[config.mk]
export PLATFORM = sky130hd
export DESIGN_NAME = stage3
export DESIGN_NICKNAME = d
export VERILOG_FILES = /design/src/rtl/stage3.sv
export SDC_FILE = /design/constraint.sdc
export NUM_CORES = 1
export LEC_CHECK = 0
export CAP_MARGIN = 10
export CORE_ASPECT_RATIO = 0.8
export CORE_MARGIN = 3
export CORE_UTILIZATION = 45
export CTS_BUF_LIST = sky130_fd_sc_hd__clkbuf_4
export DETAILED_ROUTE_END_ITERATION = 12
export PLACE_DENSITY = 0.68
export SLEW_MARGIN = 20
export SYNTH_ARGS = -nofsm -noshare
export SYNTH_HDL_FRONTEND = slang
export SYNTH_SLANG_ARGS = --single-unit
[constraint.sdc]
create_clock -name clk -period 5.64 [get_ports clk]
set_input_delay 0.564 -clock clk [delete_from_list [all_inputs] [get_ports clk]]
set_output_delay 0.564 -clock clk [all_outputs]
set_load 0.01 [all_outputs]
[src/rtl/stage3.sv]
// Execute stage of the 5-stage MIPS pipeline.
// Single-cycle integer ALU, an iterative shift-add multiplier and a start/done
// handshake to the external FP unit, all feeding the EX/MEM pipeline register.
// Stall_out is combinational and tells stages 1-2 to hold while a multi-cycle
// operation is in flight.

module stage3 #(
    parameter int unsigned DATA_W     = 32,
    parameter int unsigned MUL_CYCLES = 32
) (
    input  logic              clk,
    input  logic              reset,
    input  logic              En_Pipeline,

    // Decoded control bundle from stage2
    input  logic [5:0]        ALU_Op_Code_in,
    input  logic              ALU_src_in,
    input  logic              En_Integer_in,
    input  logic              En_Float_in,
    input  logic              Memory_Read_in,
    input  logic              Memory_Write_in,
    input  logic              Reg_Write_En_in,
    input  logic              WB_Mux_sel_in,
    input  logic              BR_flag_in,
    input  logic [4:0]        Addr_Write_Reg_in,

    // Operands (already forwarded)
    input  logic [DATA_W-1:0] data1_in,
    input  logic [DATA_W-1:0] data2_in,
    input  logic [15:0]       imm_in,

    // FP unit handshake
    input  logic [DATA_W-1:0] Float_Result_in,
    input  logic              Float_Done_in,
    output logic              Float_Start_out,
    output logic [DATA_W-1:0] Float_A_out,
    output logic [DATA_W-1:0] Float_B_out,

    // EX/MEM pipeline register
    output logic [DATA_W-1:0] ALU_Result_out,
    output logic [DATA_W-1:0] Store_Data_out,
    output logic [4:0]        Addr_Write_Reg_out,
    output logic              Memory_Read_out,
    output logic              Memory_Write_out,
    output logic              Reg_Write_En_out,
    output logic              WB_Mux_sel_out,
    output logic              Branch_Taken_out,

    output logic              Stall_out
);

    localparam int unsigned CNT_W = (MUL_CYCLES > 1) ? $clog2(MUL_CYCLES) : 1;
    localparam int unsigned SH_W  = $clog2(DATA_W);
    localparam logic [CNT_W-1:0] CNT_LAST = CNT_W'(MUL_CYCLES - 1);

    localparam logic [5:0] OP_ADD   = 6'd0;
    localparam logic [5:0] OP_SUB   = 6'd1;
    localparam logic [5:0] OP_AND   = 6'd2;
    localparam logic [5:0] OP_OR    = 6'd3;
    localparam logic [5:0] OP_XOR   = 6'd4;
    localparam logic [5:0] OP_SLL   = 6'd5;
    localparam logic [5:0] OP_SRL   = 6'd6;
    localparam logic [5:0] OP_SLT   = 6'd7;
    localparam logic [5:0] OP_MUL   = 6'd8;
    localparam logic [5:0] OP_PASSB = 6'd9;

    typedef enum logic [1:0] {
        StIdle,
        StMulBusy,
        StFltWait
    } state_e;

    state_e             state_q;
    logic [CNT_W-1:0]   mul_cnt_q;
    logic [DATA_W-1:0]  mul_acc_q;
    logic [DATA_W-1:0]  mul_a_q;
    logic [DATA_W-1:0]  mul_b_q;

    logic [DATA_W-1:0]  operand_b;
    logic [DATA_W-1:0]  alu_result;
    logic [DATA_W-1:0]  mul_acc_d;
    logic [DATA_W-1:0]  ex_result;
    logic               mul_entry;
    logic               flt_entry;
    logic               mul_last;
    logic               load_valid;
    logic               slt_flag;
    logic [SH_W-1:0]    shamt;

    // Operand B select: sign-extended immediate or second register operand
    always_comb begin
        operand_b = ALU_src_in ? {{(DATA_W-16){imm_in[15]}}, imm_in} : data2_in;
        shamt     = operand_b[SH_W-1:0];
        slt_flag  = $signed(data1_in) < $signed(operand_b);
    end

    // Single-cycle integer ALU; MUL is handled by the iterative multiplier
    always_comb begin
        alu_result = '0;
        case (ALU_Op_Code_in)
            OP_ADD:   alu_result = data1_in + operand_b;
            OP_SUB:   alu_result = data1_in - operand_b;
            OP_AND:   alu_result = data1_in & operand_b;
            OP_OR:    alu_result = data1_in | operand_b;
            OP_XOR:   alu_result = data1_in ^ operand_b;
            OP_SLL:   alu_result = data1_in << shamt;
            OP_SRL:   alu_result = data1_in >> shamt;
            OP_SLT:   alu_result = {{(DATA_W-1){1'b0}}, slt_flag};
            OP_PASSB: alu_result = operand_b;
            default:  alu_result = '0;
        endcase
    end

    // Multiplier step: add A<<k when bit k of B is set
    always_comb begin
        mul_acc_d = mul_acc_q;
        if (mul_b_q[mul_cnt_q]) begin
            mul_acc_d = mul_acc_q + (mul_a_q << mul_cnt_q);
        end
    end

    // Entry / completion decode and the upstream stall
    always_comb begin
        flt_entry = (state_q == StIdle) && En_Float_in;
        mul_entry = (state_q == StIdle) && !En_Float_in && En_Integer_in
                    && (ALU_Op_Code_in == OP_MUL);
        mul_last  = (state_q == StMulBusy) && (mul_cnt_q == CNT_LAST);

        Stall_out = 1'b0;
        unique case (state_q)
            StIdle:    Stall_out = flt_entry || mul_entry;
            StMulBusy: Stall_out = !mul_last;
            StFltWait: Stall_out = !Float_Done_in;
            default:   Stall_out = 1'b0;
        endcase

        // A frozen pipeline must not re-issue the FP start
        Float_Start_out = flt_entry && En_Pipeline;
    end

    // What the EX/MEM register loads this cycle: a real result or a bubble
    always_comb begin
        load_valid = 1'b0;
        ex_result  = '0;
        unique case (state_q)
            StIdle: begin
                load_valid = !(flt_entry || mul_entry);
                ex_result  = En_Integer_in ? alu_result : operand_b;
            end
            StMulBusy: begin
                load_valid = mul_last;
                ex_result  = mul_acc_d;
            end
            StFltWait: begin
                load_valid = Float_Done_in;
                ex_result  = Float_Result_in;
            end
            default: begin
                load_valid = 1'b0;
                ex_result  = '0;
            end
        endcase
    end

    // FSM, multiplier state and FP operand registers
    always_ff @(posedge clk) begin
        if (reset) begin
            state_q     <= StIdle;
            mul_cnt_q   <= '0;
            mul_acc_q   <= '0;
            mul_a_q     <= '0;
            mul_b_q     <= '0;
            Float_A_out <= '0;
            Float_B_out <= '0;
        end else if (En_Pipeline) begin
            unique case (state_q)
                StIdle: begin
                    if (flt_entry) begin
                        Float_A_out <= data1_in;
                        Float_B_out <= operand_b;
                        state_q     <= StFltWait;
                    end else if (mul_entry) begin
                        mul_a_q   <= data1_in;
                        mul_b_q   <= operand_b;
                        mul_cnt_q <= '0;
                        mul_acc_q <= '0;
                        state_q   <= StMulBusy;
                    end
                end
                StMulBusy: begin
                    mul_acc_q <= mul_acc_d;
                    mul_cnt_q <= mul_cnt_q + 1'b1;
                    if (mul_last) begin
                        state_q <= StIdle;
                    end
                end
                StFltWait: begin
                    if (Float_Done_in) begin
                        state_q <= StIdle;
                    end
                end
                default: state_q <= StIdle;
            endcase
        end
    end

    // EX/MEM pipeline register: result plus control, or an all-zero bubble
    always_ff @(posedge clk) begin
        if (reset) begin
            ALU_Result_out     <= '0;
            Store_Data_out     <= '0;
            Addr_Write_Reg_out <= '0;
            Memory_Read_out    <= 1'b0;
            Memory_Write_out   <= 1'b0;
            Reg_Write_En_out   <= 1'b0;
            WB_Mux_sel_out     <= 1'b0;
            Branch_Taken_out   <= 1'b0;
        end else if (En_Pipeline) begin
            if (load_valid) begin
                ALU_Result_out     <= ex_result;
                Store_Data_out     <= data2_in;
                Addr_Write_Reg_out <= Addr_Write_Reg_in;
                Memory_Read_out    <= Memory_Read_in;
                Memory_Write_out   <= Memory_Write_in;
                Reg_Write_En_out   <= Reg_Write_En_in;
                WB_Mux_sel_out     <= WB_Mux_sel_in;
                Branch_Taken_out   <= BR_flag_in && (data1_in == data2_in);
            end else begin
                ALU_Result_out     <= '0;
                Store_Data_out     <= '0;
                Addr_Write_Reg_out <= '0;
                Memory_Read_out    <= 1'b0;
                Memory_Write_out   <= 1'b0;
                Reg_Write_En_out   <= 1'b0;
                WB_Mux_sel_out     <= 1'b0;
                Branch_Taken_out   <= 1'b0;
            end
        end
    end

endmodule

# Word level (Yosys, flattened, before mapping)
# Cells that the tools add are included.
[word_totals]
out_inout_bits = 140
elab_cells = 93
regBits = 241
input_bits = 135
[op_classes]
n_shift = 3
order_cmp = 2
add_sub_neg = 4
n_reduce_logical = 19
n_eq_ne = 18
mux = 28
bitwise_logic = 4
[op_table]
columns = ["op", "n"]
rows = [
  ["32-bit one-hot mux with 9 select lines", 1],
  ["32-bit two-way mux", 7],
  ["32-bit one-hot mux with 3 select lines", 1],
  ["32-bit adder", 2],
  ["32-bit one-hot mux with 2 select lines", 1],
  ["32-bit by 5-bit << shifter with 32-bit output", 2],
  ["32-bit AND", 1],
  ["32-bit == test", 1],
  ["32-bit < comparator", 1],
  ["32-bit bitwise OR", 1],
  ["32-bit by 5-bit right shift with 32-bit output", 1],
  ["32-bit subtractor", 1],
  ["32-bit XOR", 1],
  ["6-bit by 3-bit == test with 1-bit output, second input constant", 4],
  ["5-bit two-way mux", 3],
  ["6-bit by 2-bit == test with 1-bit output, second input constant", 2],
  ["6-bit by 4-bit == test with 1-bit output, second input constant", 2],
  ["4-bit AND reduction", 3],
  ["5-bit one-hot mux with 2 select lines", 1],
  ["2-bit two-way mux", 4],
  ["2-bit inequality test, second input constant", 4],
  ["1-bit logical AND", 7],
  ["6-bit by 1-bit == test with 1-bit output, second input constant", 1],
  ["6-bit logical NOT", 1],
  ["16 further kinds", 25],
]

# Longest topological paths before layout
# Gate-level depths: netlist of run 1.
[logic_depth]
word_depth = 8
depth_mapped = 22
mapped_depth_nobuf = 19

# Worst setup path after synthesis of run 1
# OpenSTA, ideal clock, no wires.
[synth_path]
path_type = "flip-flop to flip-flop"
startpoint = "reg mul_cnt_q[1]"
endpoint = "reg mul_acc_q[31]"
path_stages_with_launch = 23
setup_time_ps = 74
path_buffers = 5
t_required_ps = 5566
path_slack_ps = 1106
arrival_time_ps = 4460
synth_period_minus_slack_ps = 4534
path_cell_list = "dfxtp_1 -> buf_2 -> buf_4 -> buf_4 -> buf_1 -> clkbuf_1 -> mux2i_1 -> mux2i_1 -> nand2_1 -> nand2_1 -> o21ai_0 -> nor2_1 -> ha_1 -> and3_1 -> and3_1 -> nand3_1 -> a31oi_1 -> o21ai_0 -> a31oi_1 -> xnor2_1 -> nand2b_1 -> or4_1 -> a31oi_1"
[synth_via]
elab_chain_len = 4
elab_cells_between_ends = 6
classes_between = "1 x add/sub; 1 x shift; 4 x mux"
[synth_lines]
columns = ["element", "line_no", "rtl"]
rows = [
  ["start, declared", "74", "logic [CNT_W-1:0] mul_cnt_q;"],
  ["start signal, assigned", "192", "mul_cnt_q <= mul_cnt_q + 1'b1;"],
  ["32-bit by 5-bit << shifter with 32-bit output or 1-bit binary-select mux with 5-bit select (tied branches)", "118, 117", ""],
  ["32-bit adder or 1-bit two-way mux (tied branches)", "118, 117", ""],
  ["32-bit two-way mux (*)", "117", "if (mul_b_q[mul_cnt_q]) begin"],
  ["32-bit one-hot mux with 2 select lines (*)", "176", "unique case (state_q)"],
  ["end signal, assigned", "191", "mul_acc_q <= mul_acc_d;"],
  ["end, declared", "75", "logic [DATA_W-1:0] mul_acc_q;"],
]
# Every way passes the cells marked *; elsewhere a longest branch is shown, timed or not. The select of a mux whose other input is x is not followed.
# A chain may end at the register's enable or synchronous reset.

# Final worst setup path of run 1
[layout_path]
startpoint = "in ALU_src_in"
endpoint = "reg ALU_Result_out[1]"
[layout_via]
elab_chain_len = 6
elab_cells_between_ends = 12
classes_between = "2 x add/sub; 2 x shift; 5 x mux; 3 x bitwise"
[layout_lines]
columns = ["element", "line_no", "rtl"]
rows = [
  ["start, declared", "17", "input logic ALU_src_in,"],
  ["32-bit two-way mux (*)", "92", "operand_b = ALU_src_in ? {{(DATA_W-16){imm_in[15]}}, imm_in} : data2_in;"],
  ["32-bit subtractor (tied with other cells)", "102", "OP_SUB: alu_result = data1_in - operand_b;"],
  ["32-bit one-hot mux with 9 select lines", "100", "case (ALU_Op_Code_in)"],
  ["32-bit two-way mux (*)", "148", "ex_result = En_Integer_in ? alu_result : operand_b;"],
  ["32-bit one-hot mux with 3 select lines (*)", "145", "unique case (state_q)"],
  ["32-bit two-way mux (*)", "219", "if (load_valid) begin"],
  ["end signal, assigned", "220", "ALU_Result_out <= ex_result;"],
  ["end, declared", "40", "output logic [DATA_W-1:0] ALU_Result_out,"],
]
# Every way passes the cells marked *; elsewhere a longest branch is shown, timed or not.

==> results.md, run 1 <==
- Final hold violation count: 0
- Routability cong.: 1.11
- Initial cell density of the core: 46.1%
- Footprint of the multi-input gates: approximately 16,000 µm²
- Maxcap violations: 0
- Post-synth top area share: 22.0%
- Reg2reg start: mul_cnt_q[1]
- Via count: around 26,000
- Fin crit period: approximately 5.2 ns
- CTS tree: yes
- Critical path class: in2reg
- Synth Register Bits: around 240
- Largest net degree at the start of global routing: 97
- Synthesized area per cell: ~7.4 µm²
- HPWL after detailed placement: slightly below 90 mm
- Leakage: 10.3 nW
- CTS buffer count: 66
- Hold Crit Endpoint: mul_acc_q[9]
- CP Cell Sequence: clkdlybuf4s50_1 > buf_4 > mux2i_4 > buf_4 > mux2i_1 > nor2_1 > a31oi_1 > a21oi_1 > o211ai_1 > a21oi_1 > a2111oi_2 > o221ai_1 > a22o_1
- Unique masters post-synth: 85
- Fmax: 192 MHz
- Worst hold slack: around 0.28 ns
- Syn nets: 3,221
- Num ports: 275
- Total Routing Usage GR: between 40% and 50%
- Synth area leaders: dfxtp_1 22%, ha_1 7.4%, a21oi_1 7.4%, nand2_1 7.2%, mux2i_1 7.2%
- Clock Skew: 0.0606 ns
- Initial antenna violation count: 6
- Fin cells: about 3,900
- Tot Pwr: roughly 5.2 mW
- Clk_lat worst skew: 0.79 ns
- Slew headroom: around a quarter
- Synth warn: 0
- Fill cell count: 4,540
- Finish-stage setup viols: 0
- Proportion of layout cells with a drive suffix above 1: between 10% and 20%
- Avg Vias per Cell: 6.70
- Pwr dens: roughly 200 nW/µm²
- Clock sinks: approximately 240
- Worst hold start: reset
- RSZ-0062 raised after global routing: no
- Synth Instances: 2,953
- DRT iter0 DRCs: 3,569
- Chip Width: 253 µm
- Tightest Hold Check Type: in2reg
- Post-DRT Antenna Nets: 0
- RR Endpoint: ALU_Result_out[30]
- # hold bufs at CTS: 0
- Drt pass-1 iters: 9
- Critical Path Fanout Max: 51
- Count of pins over their slew limit: 0
- Required time of the critical path: approximately 6.3 ns
- Final Cycle Share: just over 90%
- Outcome: completed
- WL final: 113 mm
- Dominant synthesized flop cell: dfxtp_1
- Slowest stage delay, CP: around 0.73 ns
- FP Rows: a little over 70
- Post-route DRC: 0
- Root Driver: clkbuf_4
- H-tree level count: 3
- Netlist Area Pre-Place: approximately 22,000 µm²
- Transition time at the pin with the least slew margin: 1.10 ns
- IO Port Bufs: 274
- Leading area contributor after synthesis: dfxtp_1
- Hold depth: 2
- DIE HEIGHT: 204 µm
- First-pass GRT wire length: ~160 mm
- Post-CTS Resized: 0
- Routed WL per cell: roughly 29 µm
- Post-CTS Setup Bufs: 0
- Slowest cell on the critical path: a2111oi_2
- Arrival time worst endpoint: 5.85 ns
- Number of synthesized flops with an enable pin: 0
- Most frequent cells in the layout: 422 x nand2_1, 324 x a21oi_1, 282 x nor2_1
- FF-to-FF setup slack: about 0.63 ns
- Post-synth ARST share: 0%
- Inst Count DP: ~3,700
- Commonest non-fill, non-tap cell in the layout: nand2_1
- Clock transition at path regs: 0.07 ns
- Final WS setup: between 0.4 and 0.5 ns
- Post-synthesis sequential area ratio: approximately 22%
- Place WS: -0.0837 ns
- Type of origin of the critical path: input port
- VDD IR max: approximately 0.20 mV
- GR Overflow Total: 0
- Critical path capture point type: flip-flop
- Vias in the first global route: approximately 24,000
- Storage element area: slightly below 5000 µm²
- Setup_tns: 0 ns
- Area growth, synth to finish: 20.5%
- Reg2Reg Depth: 16
- Core region area: 47,600 µm²
- Die Area: just over 50,000 µm²
- Clock buffer depth: 3
- Final nets: 3,463
==> report_power, final <==
group	total [mW]	switching (mW)	internal [mW]
Clock	1.61	0.776	0.832
Sequential	1.79	0.0360	1.75
Combinational	1.84	1.18	0.665
Total	5.24	1.99	3.25
==> metrics by stage <==
stage | util (%) | area (µm²)
finish | 55.6 | 26500
global route | 55.6 | 26500
CTS | 55.6 | 26500
detailed placement | 53.9 | 25700
global placement | 53.9 | 25700
floorplan | - | 22000
==> kinds of logic after synthesis <==
family	share of synthesized area (%)
flops	22.0
xor+xnor	3.03
simple gates	19.1
compound gates	27.7
fa+ha+maj	7.68
mux	13.8
buf+inv	6.82
==> synth_stat cells, types with 43 or more instances <==
| cell type | count |
|---|---|
| a211oi_1 | 102 |
| a21oi_1 | 324 |
| clkbuf_1 | 186 |
| dfxtp_1 | 241 |
| ha_1 | 130 |
| inv_1 | 101 |
| mux2i_1 | 158 |
| mux4_2 | 53 |
| nand2_1 | 422 |
| nand3_1 | 93 |
| nor2_1 | 289 |
| nor3_1 | 43 |
| o21ai_0 | 135 |
| xnor2_1 | 62 |
==> per-layer routing <==
metal  vias up  wire length, µm  track usage [%]
met5         -               38                0
met4         6             4590             16.1
met3       241            16800             15.8
met2      1849            44400             58.7
met1     12400            47500             60.4
li1      11300                -                -
==> worst max-delay path: cells and delay by family <==
kind	cells	cell delay, ns
multiplexers	2	0.73
buffers and inverters	3	1.53
AND/OR/NAND/NOR	1	0.07
AO/OA/AOI/OAI	7	2.88
==> area by class of cell <==
cell class                 instances  share of cell area (%)
tap                              620                    2.93
clock buffer                      91                    2.58
inverter                         109                    1.55
sequential                       241                    18.2
antenna                            3                  0.0283
clock inverter                    12                   0.435
timing repair buffer             431                    14.8
multi-input combinational       2346                    59.4
==> how the worst max path moves through the flow <==
stage,cells after the start,slack (ns),from,endpoint
floorplan,22,1.11,mul_cnt_q[1],mul_acc_q[31]
global placement,13,-0.06,ALU_src_in,ALU_Result_out[1]
detailed placement,13,-0.08,ALU_src_in,ALU_Result_out[1]
CTS,13,0.69,ALU_src_in,ALU_Result_out[1]
global route,18,0.40,mul_cnt_q[1],ALU_Result_out[30]
finish,13,0.43,ALU_src_in,ALU_Result_out[1]
==> state kept, by name (all words and copies together), names as in the netlist <==
name / count
ALU_Result_out: 32
Float_A_out: 32
Float_B_out: 32
Store_Data_out: 32
mul_a_q: 32
mul_acc_q: 32
mul_b_q: 32
Addr_Write_Reg_out: 5
mul_cnt_q: 5
state_q: 2
Branch_Taken_out: 1
Memory_Read_out: 1
Memory_Write_out: 1
Reg_Write_En_out: 1
WB_Mux_sel_out: 1
Power figures use the tool's default switching activity.
==> run 2: changes to the inputs <==
ABC_CLOCK_PERIOD_IN_PS = 5640   (was not set)
CORE_UTILIZATION = 40   (was 45)
PLACE_DENSITY = 0.62   (was 0.68)
==> run 2 against run 1 <==
  * First-iteration DRC count is 0.17% lower
  * Fmax is 0.27% lower
  * Non-clock buffer count is 7 higher
  * Clock power is 6% higher
  * Count of clock-buffer cells in the layout is 5 higher
  * Core utilization is 6.2 points lower
  * Hold slack worse by 0.048 ns
  * Largest cell class unchanged
  * Largest power group unchanged
  * Highest routed layer unchanged
==> results.md, run 2 (synthesis results as in run 1) <==
- Outcome: completed
- Met2 GRT Util: 53.0% (-5.7 points)
- DIE HEIGHT: 216 µm (+5.9%)
- Setup_tns: 0 ns (unchanged)
- Arrival time worst endpoint: 5.93 ns (+0.08 ns)
- VDD IR max: 0.161 mV (-17%)
- Tightest Hold Check Type: in2reg
- Final Cycle Share: 92.7% (+0.25 points)
- Routed WL per cell: 29.8 µm (+1.4%)
- Critical Path Fanout Max: 33 (-35%)
- HPWL after detailed placement: 90.8 mm (+4.3%)
- Clock share of power: 31.9% (+1.2 points)
- Finish-stage setup viols: 0 (unchanged)
- Critical path class: reg2reg
- IO Port Bufs: 274 (unchanged)
- Area growth, synth to finish: 21.7%
- Gr busiest metal: met1
- Slowest stage delay, CP: 0.58 ns (-0.15 ns)
- Met3 global-route usage: 14.4% (-1.4 points)
- # hold bufs at CTS: 0 (unchanged)
- Maxcap violations: 0 (unchanged)
- Clock Skew: 0.0900 ns (+0.0294 ns)
- CTS tree: yes
- CTS buffer count: 70 (+6.1%)
- Largest net degree at the start of global routing: 100 (+3.1%)
- Final core utilization: 49.4% (-6.2 points)
- Worst hold slack: 0.233 ns (-0.0476 ns)
- RSZ-0062 raised after global routing: no
- Count of pins over their slew limit: 0 (unchanged)
- First-pass GRT wire length: 169 mm (+3.1%)
- Storage element area: 4830 µm² (unchanged)
- Required time of the critical path: 6.34 ns (+0.06 ns)
- Footprint of the multi-input gates: 15,700 µm² (about the same)
- Leakage: 10.4 nW (+0.73%)
- Buf/Inv on CP: 1 (-2)
- Most frequent cells in the layout: 422 x nand2_1, 324 x a21oi_1, 284 x nor2_1
- H-tree level count: 3 (unchanged)
- Avg Vias per Cell: 6.51 (-2.9%)
- Drt pass-1 iters: 6 (-3)
- Final WS setup: 0.414 ns (-0.0139 ns)
- Inst Count DP: 3,836 (+2.4%)
- Post-route DRC: 0 (unchanged)
- Final nets: 3,474 (+0.32%)
- WL final: 118 mm (+4.3%)
- Total Routing Usage GR: 39.7% (-3.1 points)
- Int Power: 3.27 mW (+0.58%)
- Chip Width: 268 µm (+5.9%)
- Switching pwr: 2.09 mW (+5.3%)
- GR Overflow Total: 0 (unchanged)
- Clock transition at path regs: 0.09 ns (+0.02 ns)
- Routability cong.: 1.05 (-5.4%)
- Clock sinks: 241 (unchanged)
- Switching share of total power: 39.0% (+1.1 points)
- Fin crit period: 5.23 ns (+0.0139 ns)
- Fill cell count: 5,386 (+19%)
- Sequential power share: 33.3% (-0.8 points)
- M1 GR Usage: 56.9% (-3.6 points)
- Commonest non-fill, non-tap cell in the layout: nand2_1
- Initial cell density of the core: 40.6% (-5.5 points)
- FP Rows: 76 (+7.0%)
- Post-DRT Antenna Nets: 0 (unchanged)
- Clk_lat worst skew: 0.86 ns (+0.07 ns)
- Slew headroom: 26.9% (+0.62 points)
- Type of origin of the critical path: flip-flop
- DRT iter0 DRCs: 3,563 (-0.17%)
- Fmax: 191 MHz (-0.27%)
- Post-CTS Setup Bufs: 0 (unchanged)
- Via count: 25,800 (-0.074%)
- Initial antenna violation count: 5 (-1)
- Proportion of layout cells with a drive suffix above 1: 11.8% (+0.31 points)
- Post-CTS Resized: 0 (unchanged)
- Final hold violation count: 0 (unchanged)
- Critical path capture point type: flip-flop
- Num ports: 275 (unchanged)
- Clock buffer depth: 3 (unchanged)
- Transition time at the pin with the least slew margin: 1.09 ns (-0.0142 ns)
- Vias in the first global route: 24,400 (-0.27%)
- Root Driver: clkbuf_4
- CP Cell Sequence: buf_4 > mux2i_1 > or3_1 > nand2_1 > o21ai_0 > nor2_1 > ha_1 > and3_1 > a31oi_1 > a31oi_1 > o21ai_0 > a31oi_1 > xnor2_1 > nand2b_1 > or4_1 > a31oi_1
- Slowest cell on the critical path: nor2_1
- Most frequent CP cell: a31oi_1
- Top delay family on crit path: simple AND/OR/NAND/NOR gates
- Fin cells: 3,964 (+2.9%)
- Pwr dens: 201 nW/µm² (+1.4%)
- Die Area: 57,800 µm² (+12%)
- Gate power share: 34.8% (-0.3 points)
- Core region area: 54,100 µm² (+14%)
- Place WS: 0.382 ns (+0.466 ns)
- FF-to-FF setup slack: 0.41 ns (-0.22 ns)
run 2: worst paths after layout:
kind / from / to / depth (start not counted)
worst max register to register: mul_cnt_q[0] / mul_acc_q[31] / 16
worst min-delay path: reset / Float_A_out[23] / 2
worst max-delay path: mul_cnt_q[0] / mul_acc_q[31] / 16
worst min register to register: Float_A_out[8] / Float_A_out[8] / 2
run 2: routing by layer:
metal	share of wire (%)	wire length (µm)
met4	4.3	5100
met3	13	15800
met1	43	51200
met2	39	46000
met5	0.014	16
run 2: through the flow:
| step | total power [mW] | area, µm² |
|---|---|---|
| 4_1_cts | 5.31 | 26700 |
| 3_5_place_dp | 3.60 | 25800 |
| 2_1_floorplan | 2.80 | 22000 |
| 5_1_grt | 5.56 | 26700 |
| 3_3_place_gp | 3.60 | 25800 |
| 6_report | 5.36 | 26700 |
run 2: power by group through the flow:
| stage | sequential (mW) | combinational, mW | clock (mW) |
|---|---|---|---|
| 5_1_grt | 1.79 | 1.95 | 1.82 |
| 3_5_place_dp | 1.82 | 1.78 | 0 |
| 6_report | 1.79 | 1.86 | 1.71 |
| 3_3_place_gp | 1.82 | 1.78 | 0 |
| 2_1_floorplan | 1.84 | 0.968 | 0 |
| 4_1_cts | 1.79 | 1.79 | 1.73 |
run 2: layout make-up:
type / count / area share (%)
Clock inverter: 25 / 0.571
Antenna cell: 7 / 0.0655
Timing Repair Buffer: 438 / 14.9
Multi-Input combinational cell: 2346 / 58.8
Clock buffer: 96 / 2.70
Tap cell: 702 / 3.29
Inverter: 109 / 1.54
Sequential cell: 241 / 18.1
run 2: worst register-to-register path, delay by kind of cell, from the launching register on:
| family | cells | cell delay, ns |
|---|---|---|
| compound gates | 6 | 1.58 |
| xor+xnor | 1 | 0.24 |
| fa+ha+maj | 1 | 0.42 |
| buf+inv | 1 | 0.40 |
| flops | 1 | 0.36 |
| mux | 1 | 0.24 |
| simple gates | 6 | 1.85 |
